File: config.mk
export PLATFORM = sky130hd
export DESIGN_NAME = regblock_adapter_sv_core
export DESIGN_NICKNAME = d
export VERILOG_FILES = /design/src/rtl/regblock_adapter_sv_core.sv
export SDC_FILE = /design/constraint.sdc
export NUM_CORES = 1
export LEC_CHECK = 0
export CORE_ASPECT_RATIO = 0.8
export CORE_MARGIN = 4
export CORE_UTILIZATION = 45
export CTS_CLUSTER_DIAMETER = 40
export CTS_CLUSTER_SIZE = 30
export DETAILED_ROUTE_END_ITERATION = 16
export PLACE_DENSITY = 0.84
export RECOVER_POWER = 50
export SYNTH_ARGS = -nofsm -noshare
export SYNTH_HDL_FRONTEND = slang
export SYNTH_SLANG_ARGS = --single-unit
File: constraint.sdc
create_clock -name clk -period 2.16 [get_ports clk]
set_input_delay 0.432 -clock clk [delete_from_list [all_inputs] [get_ports clk]]
set_output_delay 0.432 -clock clk [all_outputs]
set_load 0.02 [all_outputs]
File: src/rtl/regblock_adapter_sv_core.sv
// rtl/regblock_adapter_sv_core.sv - four-register CPU-interface register block with event counter and parity-protected scratch
module regblock_adapter_sv_core (
    input  logic        clk,
    input  logic        rst,
    input  logic        s_cpuif_req,
    input  logic        s_cpuif_req_is_wr,
    input  logic [3:0]  s_cpuif_addr,
    input  logic [31:0] s_cpuif_wr_data,
    input  logic [31:0] s_cpuif_wr_biten,
    output logic        s_cpuif_req_stall_wr,
    output logic        s_cpuif_req_stall_rd,
    output logic        s_cpuif_rd_ack,
    output logic        s_cpuif_rd_err,
    output logic [31:0] s_cpuif_rd_data,
    output logic        s_cpuif_wr_ack,
    output logic        s_cpuif_wr_err,
    input  logic [31:0] hwif_in_status,
    input  logic        hwif_in_evt_incr,
    input  logic        hwif_in_parity_flip,
    output logic [31:0] hwif_out_ctrl,
    output logic [15:0] hwif_out_evt_count,
    output logic [31:0] hwif_out_scratch,
    output logic        parity_error
);

    localparam logic [1:0]  WORD_CTRL     = 2'd0;
    localparam logic [1:0]  WORD_STATUS   = 2'd1;
    localparam logic [1:0]  WORD_EVT      = 2'd2;
    localparam logic [1:0]  WORD_SCRATCH  = 2'd3;
    localparam logic [31:0] SCRATCH_RESET = 32'hA5A5_A5A5;

    logic [31:0] ctrl_q;
    logic [15:0] evt_q;
    logic [31:0] scratch_q;
    logic        scratch_par_q;

    logic [1:0]  word;
    logic        wr_req;
    logic        rd_req;
    logic        wr_ctrl;
    logic        wr_evt;
    logic        wr_scratch;
    logic        wr_bad;
    logic [31:0] ctrl_wdata;
    logic [31:0] evt_wdata;
    logic [31:0] scratch_wdata;
    logic [31:0] rd_value;

    // Stalls are never needed: every request completes in a fixed single cycle.
    assign s_cpuif_req_stall_wr = 1'b0;
    assign s_cpuif_req_stall_rd = 1'b0;

    assign hwif_out_ctrl      = ctrl_q;
    assign hwif_out_evt_count = evt_q;
    assign hwif_out_scratch   = scratch_q;

    // Address decode, bit-masked write data and read mux from current register state.
    always_comb begin
        word          = s_cpuif_addr[3:2];
        wr_req        = s_cpuif_req & s_cpuif_req_is_wr;
        rd_req        = s_cpuif_req & ~s_cpuif_req_is_wr;
        wr_ctrl       = wr_req && (word == WORD_CTRL);
        wr_evt        = wr_req && (word == WORD_EVT);
        wr_scratch    = wr_req && (word == WORD_SCRATCH);
        wr_bad        = wr_req && (word == WORD_STATUS);
        ctrl_wdata    = (ctrl_q & ~s_cpuif_wr_biten) | (s_cpuif_wr_data & s_cpuif_wr_biten);
        evt_wdata     = ({16'h0000, evt_q} & ~s_cpuif_wr_biten) | (s_cpuif_wr_data & s_cpuif_wr_biten);
        scratch_wdata = (scratch_q & ~s_cpuif_wr_biten) | (s_cpuif_wr_data & s_cpuif_wr_biten);
        rd_value      = 32'h0000_0000;
        case (word)
            WORD_CTRL:    rd_value = ctrl_q;
            WORD_STATUS:  rd_value = hwif_in_status;
            WORD_EVT:     rd_value = {16'h0000, evt_q};
            WORD_SCRATCH: rd_value = scratch_q;
            default:      rd_value = 32'h0000_0000;
        endcase
    end

    // Response channel: acks one cycle after the request, read data zero unless acking a read.
    always_ff @(posedge clk) begin
        if (rst) begin
            s_cpuif_rd_ack  <= 1'b0;
            s_cpuif_rd_err  <= 1'b0;
            s_cpuif_rd_data <= 32'h0000_0000;
            s_cpuif_wr_ack  <= 1'b0;
            s_cpuif_wr_err  <= 1'b0;
        end else begin
            s_cpuif_rd_ack  <= rd_req;
            s_cpuif_rd_err  <= 1'b0;
            s_cpuif_rd_data <= rd_req ? rd_value : 32'h0000_0000;
            s_cpuif_wr_ack  <= wr_req;
            s_cpuif_wr_err  <= wr_bad;
        end
    end

    // CTRL register: plain bit-masked read/write.
    always_ff @(posedge clk) begin
        if (rst) begin
            ctrl_q <= 32'h0000_0000;
        end else if (wr_ctrl) begin
            ctrl_q <= ctrl_wdata;
        end
    end

    // EVT counter: a CPU write wins over a same-cycle increment; increments saturate at 0xFFFF.
    always_ff @(posedge clk) begin
        if (rst) begin
            evt_q <= 16'h0000;
        end else if (wr_evt) begin
            evt_q <= evt_wdata[15:0];
        end else if (hwif_in_evt_incr && (evt_q != 16'hFFFF)) begin
            evt_q <= evt_q + 16'd1;
        end
    end

    // SCRATCH with stored parity; fault injection flips bit 0 but leaves parity stale.
    always_ff @(posedge clk) begin
        if (rst) begin
            scratch_q     <= SCRATCH_RESET;
            scratch_par_q <= ^SCRATCH_RESET;
        end else if (wr_scratch) begin
            scratch_q     <= scratch_wdata;
            scratch_par_q <= ^scratch_wdata;
        end else if (hwif_in_parity_flip) begin
            scratch_q[0]  <= ~scratch_q[0];
        end
    end

    // Parity checker: flags one cycle after stored parity disagrees with the data.
    always_ff @(posedge clk) begin
        if (rst) begin
            parity_error <= 1'b0;
        end else begin
            parity_error <= (^scratch_q) != scratch_par_q;
        end
    end

endmodule

==> summary.md, run 1 <==
| Metric | Value |
|---|---|
| EDFF count, synth | 0 |
| Initial DRC Count | 559 |
| Worst Skew | 8.84 ps |
| Largest stage delay, worst path | 600 ps |
| CTS max path bufs | 2 |
| Final Worst Setup Slack | 127 ps |
| Area leader, netlist | dfxtp_1 |
| Reg2Reg Setup Slack | 260 ps |
| Pre-antenna DRT Iters | 5 |
| Largest net degree at the start of global routing | 44 |
| CP Cell Sequence | clkdlybuf4s50_1 -> mux2i_2 -> xor2_1 -> xnor2_1 -> xnor2_1 -> xnor2_1 -> xnor2_1 -> a211oi_1 |
| Most frequent cells after synthesis | dfxtp_1 (117), nand2_1 (93), mux2i_1 (64), nor2_1 (64), a21oi_1 (59) |
| Post-DR wirelength/cell | 18.0 um |
| Status | completed |
| Ys async rst share | 0% |
| Power Dens Cells | 626 nW/um^2 |
| Post-Syn Instances | 704 |
| Buf/Inv on CP | 1 |
| Post-Route Utilization | 72.1% |
| Critical path arrival | 2350 ps |
| Post-route DRC | 0 |
| Cell Area, Placed | 9190 sq um |
| Rows | 38 |
| Simple logic cell fraction of the synthesized area | 18.6% |
| Initial antenna violation count | 1 |
| Fillcell total | 1,073 |
| DIE WIDTH | 139 um |
| CTS H-tree depth | 4 |
| Worst-path fanout max | 5 |
| Post-synthesis sequential area ratio | 37.8% |
| Post-CTS Hold Fix Bufs | 0 |
| Multi-input gate area | 3660 sq um |
| Critical Path Source Type | input port |
| Synthesized flop and latch total | 117 |
| Largest family of logic cells by synthesized area | simple AND/OR/NAND/NOR gates |
| Max VDD drop | 545 uV |
| Vias per cell | 5.45 |
| Most common cell in the synthesized netlist | dfxtp_1 |
| Core box area | 13,500 sq um |
| Place WS | -412 ps |
| Vias in the first global route | 6,454 |
| Worst Setup Path Type | in -> reg |
| Die height | 113 um |
| Final setup viols | 0 |
| Distinct cells, synth | 47 |
| Compound-cell area share of the yosys netlist | 13.4% |
| Fmax | 492 MHz |
| Total track usage | 26.8% |
| Syn Area/Cell | 8.80 sq um |
| Top delay family on crit path | XOR/XNOR gates |
| Rel. slew slack | 47.9% |
| Vias | 6,469 |
| Worst Tran Pin Value | 782 ps |
| HPWL Detailed | 15.8 mm |
| Period Utilization, post-route | 94.1% |
| Endpoints failing hold | 0 |
| Post-Synth Adder-Cell Area | 0.202% |
| Seq. cell area | 2340 sq um |
| Starting Density | 45.9% |
| Final min period | 2030 ps |
| Max_cap viols | 0 |
| Num CTS Buffers | 17 |
| Clk_lat worst skew | 410 ps |
| Sink Count | 117 |
| Post-synth top flop | dfxtp_1 |
| I/O Pins | 225 |
| Synth Area in XOR/XNOR | 9.90% |
| HP Class | in -> reg |
| Post-synthesis mux area share | 15.8% |
| Synth Cell Area | 6190 sq um |
| Global-route wire length before repair | 33.7 mm |
| Lkg Pwr | 3.89 nW |
| PortBufs | 219 |
| RSZ-0062 raised after global routing | false |
| Worst-path clk slew | 50 ps |
| Final net count | 1,103 |
| GP Congestion | 0.906 |
| Remaining antenna violation count | 0 |
| Synth area leaders | dfxtp_1 (38%), mux2i_1 (10%), xnor2_1 (7.9%) |
| DRT Wirelength | 21.4 mm |
| Grt total ovfl | 0 |
| Total die area | 15,700 sq um |
| CTS tree | yes |
| CP max stage cell | clkdlybuf4s50_1 |
| Pwr Total | 0.00609 W |
| Count of pins over their slew limit | 0 |
| Worst Setup End Kind | flip-flop |
| Most used cell, CP | xnor2_1 |
| CP Data Required Time | 2480 ps |
| Post-route cell area | 9730 sq um |
| Synth top area share | 37.8% |
| Clock root buffer | clkbuf_16 |
| Post-route insts no fill | 1,188 |
| Area Growth Syn to Fin | 57.1% |
| Inst Count DP | 1,157 |
| Share of cells above drive strength 1 | 15.5% |
| Synthesis Warnings | 0 |
-- per-layer routing --
metal | global-route usage, % | share of wire [%] | vias to the layer above
met5 | 0 | 0 | -
met4 | 9.19 | 2.4 | 0
met3 | 5.91 | 7.9 | 42
met2 | 43.0 | 47 | 286
met1 | 36.1 | 43 | 3067
li1 | - | - | 3074
-- through the flow --
step                hold slack [ps]  setup TNS, ps
floorplan                       490              0
global placement                458           -632
detailed placement              462          -1070
CTS                             296              0
global route                    313              0
finish                          311              0
-- layout by cell type (no fill, tap or decap), types with 3 or more instances in the layout --
master | netlist | layout
conb_1 | 1 | 3
mux2i_2 | 0 | 3
mux4_2 | 15 | 15
nand3b_1 | 8 | 8
and4_1 | 3 | 3
nand2_1 | 93 | 93
nor4_1 | 3 | 3
a221oi_1 | 8 | 8
a21oi_1 | 59 | 58
a311o_1 | 15 | 15
clkinv_2 | 0 | 6
o22ai_1 | 4 | 4
clkbuf_16 | 0 | 17
o21ai_0 | 14 | 14
nor2_1 | 64 | 62
inv_1 | 11 | 11
dlygate4sd3_1 | 0 | 29
clkbuf_1 | 29 | 4
dfxtp_1 | 117 | 117
buf_4 | 5 | 91
and3_1 | 20 | 20
nand3_1 | 43 | 43
a31oi_1 | 3 | 3
a21boi_0 | 16 | 16
nor3_1 | 3 | 3
clkdlybuf4s50_1 | 0 | 186
mux2i_1 | 64 | 60
xnor2_1 | 56 | 55
xor2_1 | 14 | 13
-- layout make-up --
| cell class | count | share of cell area (%) |
|---|---|---|
| multi-input combinational | 532 | 37.6 |
| clock buffer | 20 | 4.69 |
| sequential | 117 | 24.1 |
| clock inverter | 10 | 0.861 |
| antenna | 1 | 0.0257 |
| timing repair buffer | 317 | 30.1 |
| inverter | 11 | 0.424 |
| tap | 180 | 2.31 |
-- worst paths after layout --
kind,endpoint,cells past startpoint,start
worst max-delay path,scratch_par_q,8,s_cpuif_wr_biten[29]
worst min register to register,flip-flop,2,flip-flop
worst max register to register,parity_error,7,hwif_out_scratch[13]
worst min-delay path,flip-flop,2,rst
-- cells by family after synthesis --
| logic type | Yosys count |
|---|---|
| AOI/OAI and AO/OA | 128 |
| DFF | 117 |
| buffers and inverters | 57 |
| muxes | 79 |
| other | 1 |
| adders and majority gates | 1 |
| xor gates and xnor gates | 70 |
| and+or+nand+nor | 251 |
-- power by group --
part	internal (W)	switching [W]
Clock	0.00162	0.000980
Combinational	0.000656	0.000578
Sequential	0.00222	0.0000441
-- timing repair --
action	4_1_cts	5_1_grt
endpoints found under the setup margin	1	2
setup buffers	0	0
gates resized for setup	3	6
-- worst reg2reg max path: cells and delay by family, from the launching register on --
kind | cells | cell delay, ps
simple gates | 1 | 50
flops | 1 | 490
xor+xnor | 6 | 1250
Power figures use the tool's default switching activity.
==> inputs of run 2 (changes only) <==
--- a/config.mk
+++ b/config.mk
@@ -5,6 +5,7 @@
 export SDC_FILE = /design/constraint.sdc
 export NUM_CORES = 1
 export LEC_CHECK = 0
+export CAP_MARGIN = 20
 export CORE_ASPECT_RATIO = 0.8
 export CORE_MARGIN = 4
 export CORE_UTILIZATION = 45
==> results of run 2 <==
Same layout as run 1: the final DEF is identical, and so are final timing and power.
